File: src/rtl/comb_share_arbiter.sv
`default_nettype none
// ============================================================================
//  Module   : comb_share_arbiter (with helper comb00)
//  Purpose  : Round-robin arbiter time-sharing one comb00 inverter stage among
//             NREQ requesters. A granted operand is latched, inverted by the
//             shared stage and returned as a registered result. The result is
//             accompanied by a one-cycle one-hot acknowledge.
//  Ports    : clk, rst (async, active-high)
//             req_i[NREQ]      level requests
//             data_i[8*NREQ]   operands, requester n on [8n+7:8n]
//             ack_o[NREQ]      one-hot completion pulse
//             res_o[8]         registered result, holds until next completion
//             res_valid_o      pulse coincident with ack_o
//             res_id_o[IDW]    index of acknowledged requester, holds
//             busy_o           high in EXEC and ACK
//             xfer_cnt_o[16]   completed transactions, wrapping
//             err_o            sticky protocol error
//  Revision : 1.0 - initial release
// ============================================================================

// Shared datapath stage: plain 8-bit inverter.
module comb00 (
  input  logic [7:0] a_i,
  output logic [7:0] y_o
);
  assign y_o = ~a_i;
endmodule

module comb_share_arbiter #(
  parameter int NREQ = 4,
  parameter int IDW  = $clog2(NREQ)
) (
  input  logic              clk,
  input  logic              rst,
  input  logic [NREQ-1:0]   req_i,
  input  logic [8*NREQ-1:0] data_i,
  output logic [NREQ-1:0]   ack_o,
  output logic [7:0]        res_o,
  output logic              res_valid_o,
  output logic [IDW-1:0]    res_id_o,
  output logic              busy_o,
  output logic [15:0]       xfer_cnt_o,
  output logic              err_o
);

  typedef enum logic [1:0] {
    S_IDLE = 2'd0,
    S_EXEC = 2'd1,
    S_ACK  = 2'd2
  } state_e;

  state_e            state_q,   state_d;
  logic [7:0]        operand_q, operand_d;
  logic [IDW-1:0]    cur_id_q,  cur_id_d;
  logic [IDW-1:0]    last_id_q, last_id_d;
  logic [7:0]        res_q,     res_d;
  logic [IDW-1:0]    res_id_q,  res_id_d;
  logic [NREQ-1:0]   ack_q,     ack_d;
  logic              valid_q,   valid_d;
  logic [15:0]       xfer_q,    xfer_d;
  logic              err_q,     err_d;

  logic [7:0]        inv_w;
  logic [IDW-1:0]    winner_w;
  logic              any_req_w;
  logic [7:0]        sel_data_w;
  logic [NREQ-1:0]   cur_onehot_w;

  comb00 u_comb00 (
    .a_i (operand_q),
    .y_o (inv_w)
  );

  // Round-robin pick without modulo arithmetic: the lowest requester above
  // last_id wins; if none is above, the lowest requester overall wins. Loop
  // bounds keep indices >= NREQ out of reach.
  always_comb begin
    logic [IDW-1:0] lo_idx;
    logic [IDW-1:0] hi_idx;
    logic           hi_found;
    lo_idx   = '0;
    hi_idx   = '0;
    hi_found = 1'b0;
    for (int i = NREQ - 1; i >= 0; i--) begin
      if (req_i[i]) begin
        lo_idx = IDW'(i);
        if (IDW'(i) > last_id_q) begin
          hi_idx   = IDW'(i);
          hi_found = 1'b1;
        end
      end
    end
    winner_w  = hi_found ? hi_idx : lo_idx;
    any_req_w = |req_i;
  end

  // Operand mux and one-hot decode of the current id.
  always_comb begin
    sel_data_w   = '0;
    cur_onehot_w = '0;
    for (int i = 0; i < NREQ; i++) begin
      if (winner_w == IDW'(i)) sel_data_w = data_i[8*i +: 8];
      cur_onehot_w[i] = (cur_id_q == IDW'(i));
    end
  end

  always_comb begin
    state_d   = state_q;
    operand_d = operand_q;
    cur_id_d  = cur_id_q;
    last_id_d = last_id_q;
    res_d     = res_q;
    res_id_d  = res_id_q;
    ack_d     = '0;
    valid_d   = 1'b0;
    xfer_d    = xfer_q;
    err_d     = err_q;
    case (state_q)
      S_IDLE: begin
        if (any_req_w) begin
          operand_d = sel_data_w;
          cur_id_d  = winner_w;
          state_d   = S_EXEC;
        end
      end
      S_EXEC: begin
        res_d     = inv_w;
        res_id_d  = cur_id_q;
        ack_d     = cur_onehot_w;
        valid_d   = 1'b1;
        last_id_d = cur_id_q;
        xfer_d    = xfer_q + 16'd1;
        // Requester withdrew before its ack: flag it, but still complete.
        if ((req_i & cur_onehot_w) == '0) err_d = 1'b1;
        state_d   = S_ACK;
      end
      S_ACK: begin
        // Requests deliberately ignored here so the acked requester can drop.
        state_d = S_IDLE;
      end
      default: state_d = S_IDLE;
    endcase
  end

  always_ff @(posedge clk or posedge rst) begin
    if (rst) begin
      state_q   <= S_IDLE;
      operand_q <= '0;
      cur_id_q  <= '0;
      last_id_q <= IDW'(NREQ - 1);
      res_q     <= '0;
      res_id_q  <= '0;
      ack_q     <= '0;
      valid_q   <= 1'b0;
      xfer_q    <= '0;
      err_q     <= 1'b0;
    end else begin
      state_q   <= state_d;
      operand_q <= operand_d;
      cur_id_q  <= cur_id_d;
      last_id_q <= last_id_d;
      res_q     <= res_d;
      res_id_q  <= res_id_d;
      ack_q     <= ack_d;
      valid_q   <= valid_d;
      xfer_q    <= xfer_d;
      err_q     <= err_d;
    end
  end

  assign ack_o       = ack_q;
  assign res_o       = res_q;
  assign res_valid_o = valid_q;
  assign res_id_o    = res_id_q;
  assign busy_o      = (state_q != S_IDLE);
  assign xfer_cnt_o  = xfer_q;
  assign err_o       = err_q;

endmodule
`default_nettype wire

File: config.mk
export PLATFORM = sky130hd
export DESIGN_NAME = comb_share_arbiter
export DESIGN_NICKNAME = d
export VERILOG_FILES = /design/src/rtl/comb_share_arbiter.sv
export SDC_FILE = /design/constraint.sdc
export NUM_CORES = 1
export LEC_CHECK = 0
export ABC_AREA = 1
export CAP_MARGIN = 10
export CORE_MARGIN = 3
export CORE_UTILIZATION = 42
export CTS_CLUSTER_DIAMETER = 150
export DETAILED_ROUTE_END_ITERATION = 6
export PLACE_DENSITY = 0.86
export SLEW_MARGIN = 20
export SYNTH_ARGS = -nofsm -noshare
export SYNTH_HDL_FRONTEND = slang
export SYNTH_SLANG_ARGS = --single-unit
File: constraint.sdc
create_clock -name clk -period 1.6 [get_ports clk]
set_input_delay 0.32 -clock clk [delete_from_list [all_inputs] [get_ports clk]]
set_output_delay 0.32 -clock clk [all_outputs]
set_load 0.01 [all_outputs]
==> results of run 1 <==
## synth_stat cells, drive strengths merged
cell type  instances  area share (%)
nor4               1            0.28
xnor2              6             2.4
ha                 1            0.56
nand2             64              11
xor2               9             3.5
nand4             16             4.5
buf                3             1.1
nor3b              1            0.34
or2                1            0.28
a21oi              2            0.62
dfstp              2             2.4
nand3             28             6.9
dfrtp             44              49
nor2              33             7.4
o21ai             14             3.7
a41o               1            0.45
clkbuf             2            0.34
nor3               2            0.45
inv               24             4.0
## routing by layer
layer	GRT usage (%)	up-vias	wire [um]	share of wire, %
met4	5.84	0	89	1.5
li1	-	1029	-	-
met2	32.3	92	2970	51
met5	0	-	0	0
met3	4.20	13	414	7.1
met1	21.2	994	2390	41
## power breakdown
group	switching (mW)	internal (mW)
registers	0.252	1.60
logic	1.44	1.27
clock network	0.365	0.300
## sequential cells by signal, indices dropped and copies added (netlist names)
signal	count
xfer_cnt_o	16
operand_q	8
res_o	8
ack_o	4
cur_id_q	2
last_id_q	2
res_id_o	2
state_q	2
err_o	1
res_valid_o	1
## worst min-delay path by stage
stage	startpoint	endpoint	slack [ns]	depth (start not counted)
after CTS	rst	operand_q[2]	0.31	2
after floorplan	operand_q[1]	res_o[1]	0.44	1
after global placement	operand_q[0]	res_o[0]	0.45	1
after detailed placement	operand_q[5]	res_o[5]	0.46	1
after global routing	rst	operand_q[2]	0.32	2
final	rst	operand_q[2]	0.30	2
## layout make-up
type	instances	area, um2	share of cell area, %
Multi-Input combinational cell	180	1080	31.0
Tap cell	67	83.8	2.42
Clock buffer	6	72.6	2.09
Sequential cell	46	1150	33.3
Inverter	24	90.1	2.60
Timing Repair Buffer	98	983	28.4
Clock inverter	1	7.51	0.217
## cell families after synthesis
logic type / share of synthesized area, %
xor+xnor: 5.90
simple gates: 31.6
fa+ha+maj: 0.562
compound gates: 4.72
buf+inv: 5.45
flops: 51.8
## critical path: stages
cell and delay, ns:
clkdlybuf4s50_1 0.43, inv_2 0.07, nand2_2 0.07, nor2_4 0.17
nor2_4 0.06, nor2_8 0.15, nand3_4 0.14, o21ai_1 0.23
nor2_2 0.05, nor2_1 0.09
## repair_timing
action,in CTS,in global routing
pin swaps,0,24
gates cloned,0,1
setup endpoints to repair,19,18
hold buffers,0,0
gates resized for setup,7,34
buffers inserted,7,5
## metrics by stage
step	TNS (ns)	utilization, %	power, mW	instance area, um2
6_report	0	70.6	5.22	3470
5_1_grt	-0.303	70.6	5.63	3470
4_1_cts	0	67.1	5.05	3290
3_5_place_dp	-2.94	64.4	4.32	3160
3_3_place_gp	-2.13	64.4	4.23	3160
2_1_floorplan	0	-	3.21	2230
==> results.md, run 1 <==
- Status: complete, no violations
- Worst-skew pair later-pin latency: 0.30 ns
- Final ANT Viol Nets: 0
- # fillers: 368
- TritonCTS clock tree: done
- Commonest cells after routing, fill and taps aside: clkdlybuf4s50_1, nand2_1, dfrtp_1
- Layout cells sized above 1: 23.7%
- Critical path destination: operand_q[0]
- Final worst slack: 0.0228 ns
- Via Count: 2128
- Critical Path AT: 1.80 ns
- Synth Instances: 254
- Worst flop-to-flop path startpoint: last_id_q[0]
- P per Cell Area: 1510 mW/mm2
- Core Area: 0.00491 mm2
- Initial DRT Pass Iterations: 4
- Required @ worst endpoint: 1.83 ns
- Final critical-path share of the clock period: 98.6%
- Final count of hold timing violations: 0
- Reg-to-Reg End: operand_q[5]
- Port bufs: 70
- Worst-path clk slew: 0.08 ns
- Full die area: 0.00621 mm2
- WL per Instance: 13.9 um
- Minimum clock period: 1.58 ns
- Syn Std Cell Area: 0.00223 mm2
- Inst Count DP: 402
- Total Wirelength: 5860 um
- Die extent in x: 78.8 um
- Hold_ws: 0.303 ns
- Max-cap violations: 0
- Syn Nets: 293
- Crit path launch: req_i[0]
- Largest net degree at the start of global routing: 25
- Commonest non-fill, non-tap cell in the layout: clkdlybuf4s50_1
- Setup slack after placement: -0.341 ns
- Crit path kind: in -> reg
- R2R Setup Slk: 0.03 ns
- I/O Pins: 71
- Layout Skew: 0.0103 ns
- Clock sinks: 46
- Cell depth of the worst flop-to-flop path: 10
- Overflow after GRT: 0
- CP startpoint kind: primary input
- Yosys cell types: 30
- First-pass GRT wire length: 9030 um
- Initial antenna violation count: 0
- Vias per cell: 5.04
- Setup Viol. Count Final: 0
- H-tree depth: 2
- Leakage: 1.70 nW
- Vias in the first global route: 2092
- CP Max Fanout: 8
- Fmax: 0.634 GHz
- Max VDD drop: 0.000879 V
- Total CTS buffers: 5
- Final HPWL from detailed placement: 4030 um
- Avg Cell Area, Syn: 8.77 um2
- 1st-iter DRT viols: 78
- Total global-route track usage: 18.0%
- Clock buffer depth: 2
- Worst slew pin tran: 0.348 ns
- Nets: 394
- DRC: 0
- Site Rows: 25
- Critical Path End Type: register
- Synth warnings: 0
- Post-synthesis sequential area ratio: 51.8%
- Unrepaired setup endpoints after global routing: yes
- Max Slew Vio Count: 0
- Initial cell density of the core: 45.4%
- Chip Height: 78.8 um
- Ant. Diodes: 0
- Slew headroom: 76.8%
- Non-Filler Instances: 422
- Hold WC Path Type: in -> async
- Clk root buf: clkbuf_8
- Area grow syn2layout: 55.7%
- FF+latch count, synth: 46
- RD Place Congestion: 0.838
Power figures use the tool's default switching activity.
==> run 2, diff against run 1 <==
Settings changed: CORE_UTILIZATION 42 to 50, PLACE_DENSITY 0.86 to 0.94, TNS_END_PERCENT set to 1.
Clock period 1.6 ns to 1.98 ns, I/O delays scaled along.
==> run 2 against run 1 <==
Combinational power fell by 33%. Sequential power shrank 17%. Sequential share of layout area grew 3.6 points. Count of clock-buffer cells in the layout stayed put. Register-to-register slack improved by 0.21 ns. Cell count decreased by 9.5%. Wire length shrank 16%. Via count is 5.3% lower. Clock power is 3.3% higher. Critical path type is now reg -> out. First-iteration DRC count up 24%.
==> results.md, run 2 (synthesis results as in run 1) <==
- I/O Pins: 71 (unchanged)
- Max VDD drop: 0.000674 V (was 0.000879 V)
- CP Max Fanout: 2 (was 8)
- Die extent in x: 72.7 um (was 78.8 um)
- Worst-skew pair later-pin latency: 0.30 ns (about the same)
- Vias per cell: 5.28 (was 5.04)
- Initial antenna violation count: 0 (unchanged)
- First-pass GRT wire length: 8830 um (was 9030 um)
- Layer carrying the most global-route usage: met2 (unchanged)
- Flop pwr share: 37.9% (was 35.4%)
- Final core utilization: 75.6% (was 70.6%)
- Port bufs: 70 (unchanged)
- Site Rows: 23 (was 25)
- Commonest non-fill, non-tap cell in the layout: clkdlybuf4s50_1 (unchanged)
- Total Wirelength: 4940 um (was 5860 um)
- CP startpoint kind: register (was primary input)
- Final critical-path share of the clock period: 95.0%
- Worst slew pin tran: 0.447 ns (was 0.348 ns)
- Nets: 370 (was 394)
- Initial cell density of the core: 53.7% (was 45.4%)
- Clk pwr share: 17.0% (was 12.7%)
- Final HPWL from detailed placement: 3880 um (was 4030 um)
- H-tree depth: 2 (unchanged)
- TNS Setup: 0 ns (unchanged)
- Layout cells sized above 1: 11.1% (was 23.7%)
- Critical Path End Type: output port (was register)
- Crit path kind: reg -> out (was in -> reg)
- Layout Skew: 0.00544 ns (was 0.0103 ns)
- Hold WC Path Type: in -> async (unchanged)
- Max Slew Vio Count: 0 (unchanged)
- Max-cap violations: 0 (unchanged)
- Max reg flops: 16 (unchanged)
- Initial DRT Pass Iterations: 4 (unchanged)
- Vias in the first global route: 1987 (was 2092)
- Sw Ratio: 37.9% (was 39.3%)
- Overflow after GRT: 0 (unchanged)
- RD Place Congestion: 0.812 (was 0.838)
- Fmax: 0.531 GHz
- Clk root buf: clkbuf_8 (unchanged)
- Final worst slack: 0.0984 ns (was 0.0228 ns)
- Met1 Usage GRT: 26.6% (was 21.2%)
- Full die area: 0.00529 mm2 (was 0.00621 mm2)
- WL per Instance: 12.9 um (was 13.9 um)
- Worst-path clk slew: 0.09 ns (was 0.08 ns)
- Area grow syn2layout: 40.6% (was 55.7%)
- Unrepaired setup endpoints after global routing: no (was yes)
- Required @ worst endpoint: 1.58 ns (was 1.83 ns)
- Core Area: 0.00414 mm2 (was 0.00491 mm2)
- Hold buffers post-CTS: 0 (unchanged)
- Ant. Diodes: 0 (unchanged)
- TritonCTS clock tree: done (unchanged)
- CTS resizes: 0 (was 7)
- Largest net degree at the start of global routing: 28 (was 25)
- # fillers: 303 (was 368)
- Commonest cells after routing, fill and taps aside: clkdlybuf4s50_1, nand2_1, dfrtp_1 (unchanged)
- Status: complete, no violations (unchanged)
- P per Cell Area: 1290 mW/mm2 (was 1510 mW/mm2)
- Internal: 2.51 mW (was 3.17 mW)
- Slew headroom: 70.2% (was 76.8%)
- Setup slack after placement: -0.0177 ns (was -0.341 ns)
- Total CTS buffers: 5 (unchanged)
- Comb power frac: 45.1% (was 51.8%)
- Clock buffer depth: 2 (unchanged)
- Net Sw Power: 1.53 mW (was 2.05 mW)
- Final count of hold timing violations: 0 (unchanged)
- 1st-iter DRT viols: 97 (was 78)
- Minimum clock period: 1.88 ns
- Grt met2 use: 35.5% (was 32.3%)
- Chip Height: 72.7 um (was 78.8 um)
- DRC: 0 (unchanged)
- Total global-route track usage: 21.2% (was 18.0%)
- Leakage: 1.46 nW (was 1.70 nW)
- Final ANT Viol Nets: 0 (unchanged)
- Grt met3 use: 4.96% (was 4.20%)
- Critical Path AT: 1.49 ns (was 1.80 ns)
- Clock sinks: 46 (unchanged)
- Via Count: 2016 (was 2128)
- Setup Viol. Count Final: 0 (unchanged)
- Post-CTS Repair Setup Buffers: 0 (was 7)
==> run 2: power by group through the flow <==
stage	Sequential (mW)	Combinational [mW]	Clock [mW]
after floorplan	1.59	1.01	0
after global placement	1.53	1.76	0
after detailed placement	1.55	1.83	0
after CTS	1.53	1.84	0.696
after global routing	1.58	2.05	0.736
final	1.53	1.82	0.686
==> run 2: final timing paths <==
kind | start | endpoint | slack [ns] | cells past startpoint
max | state_q[1] | busy_o | 0.1 | 2
min | rst | res_id_o[0] | 0.41 | 2
max reg2reg | xfer_cnt_o[0] | xfer_cnt_o[14] | 0.24 | 8
min reg2reg | operand_q[5] | res_o[5] | 0.47 | 1
max in group asynchronous | rst | res_o[4] | 1.08 | 3
min in group clk | operand_q[5] | res_o[5] | 0.47 | 1
==> run 2: worst max-delay path, cell delays in order, from the launching register on <==
cell and delay (ns):
dfrtp_1 0.39, or2_1 0.28, clkdlybuf4s50_1 0.51
==> run 2: area by class of cell <==
class	instances	area (um2)	area share (%)
clock buffer	6	72.6	2.32
clock inverter	2	37.5	1.20
inverter	24	90.1	2.88
multi-input combinational	179	952	30.4
sequential	46	1150	36.8
tap	50	62.6	2.00
timing repair buffer	75	763	24.4
==> run 2: per-layer routing <==
| layer | vias to the layer above | part of all wire, % |
|---|---|---|
| met3 | 8 | 7.8 |
| li1 | 983 | - |
| met4 | 0 | 1.7 |
| met1 | 940 | 42 |
| met2 | 85 | 48 |
| met5 | - | 0 |
==> run 2: per-stage QoR <==
stage	cell area (um2)	power, mW	hold WS [ns]	cells
floorplan	2230	2.59	0.440	254
global placement	3020	3.29	0.444	374
detailed placement	3020	3.38	0.458	374
CTS	3130	4.07	0.430	382
global route	3130	4.37	0.445	382
finish	3130	4.04	0.411	382
==> run 3, diff against run 2 <==
Settings changed: GPL_ROUTABILITY_DRIVEN set to 0.
==> results of run 3 <==
The final DEF is identical to that of run 2; final timing and power are the same.
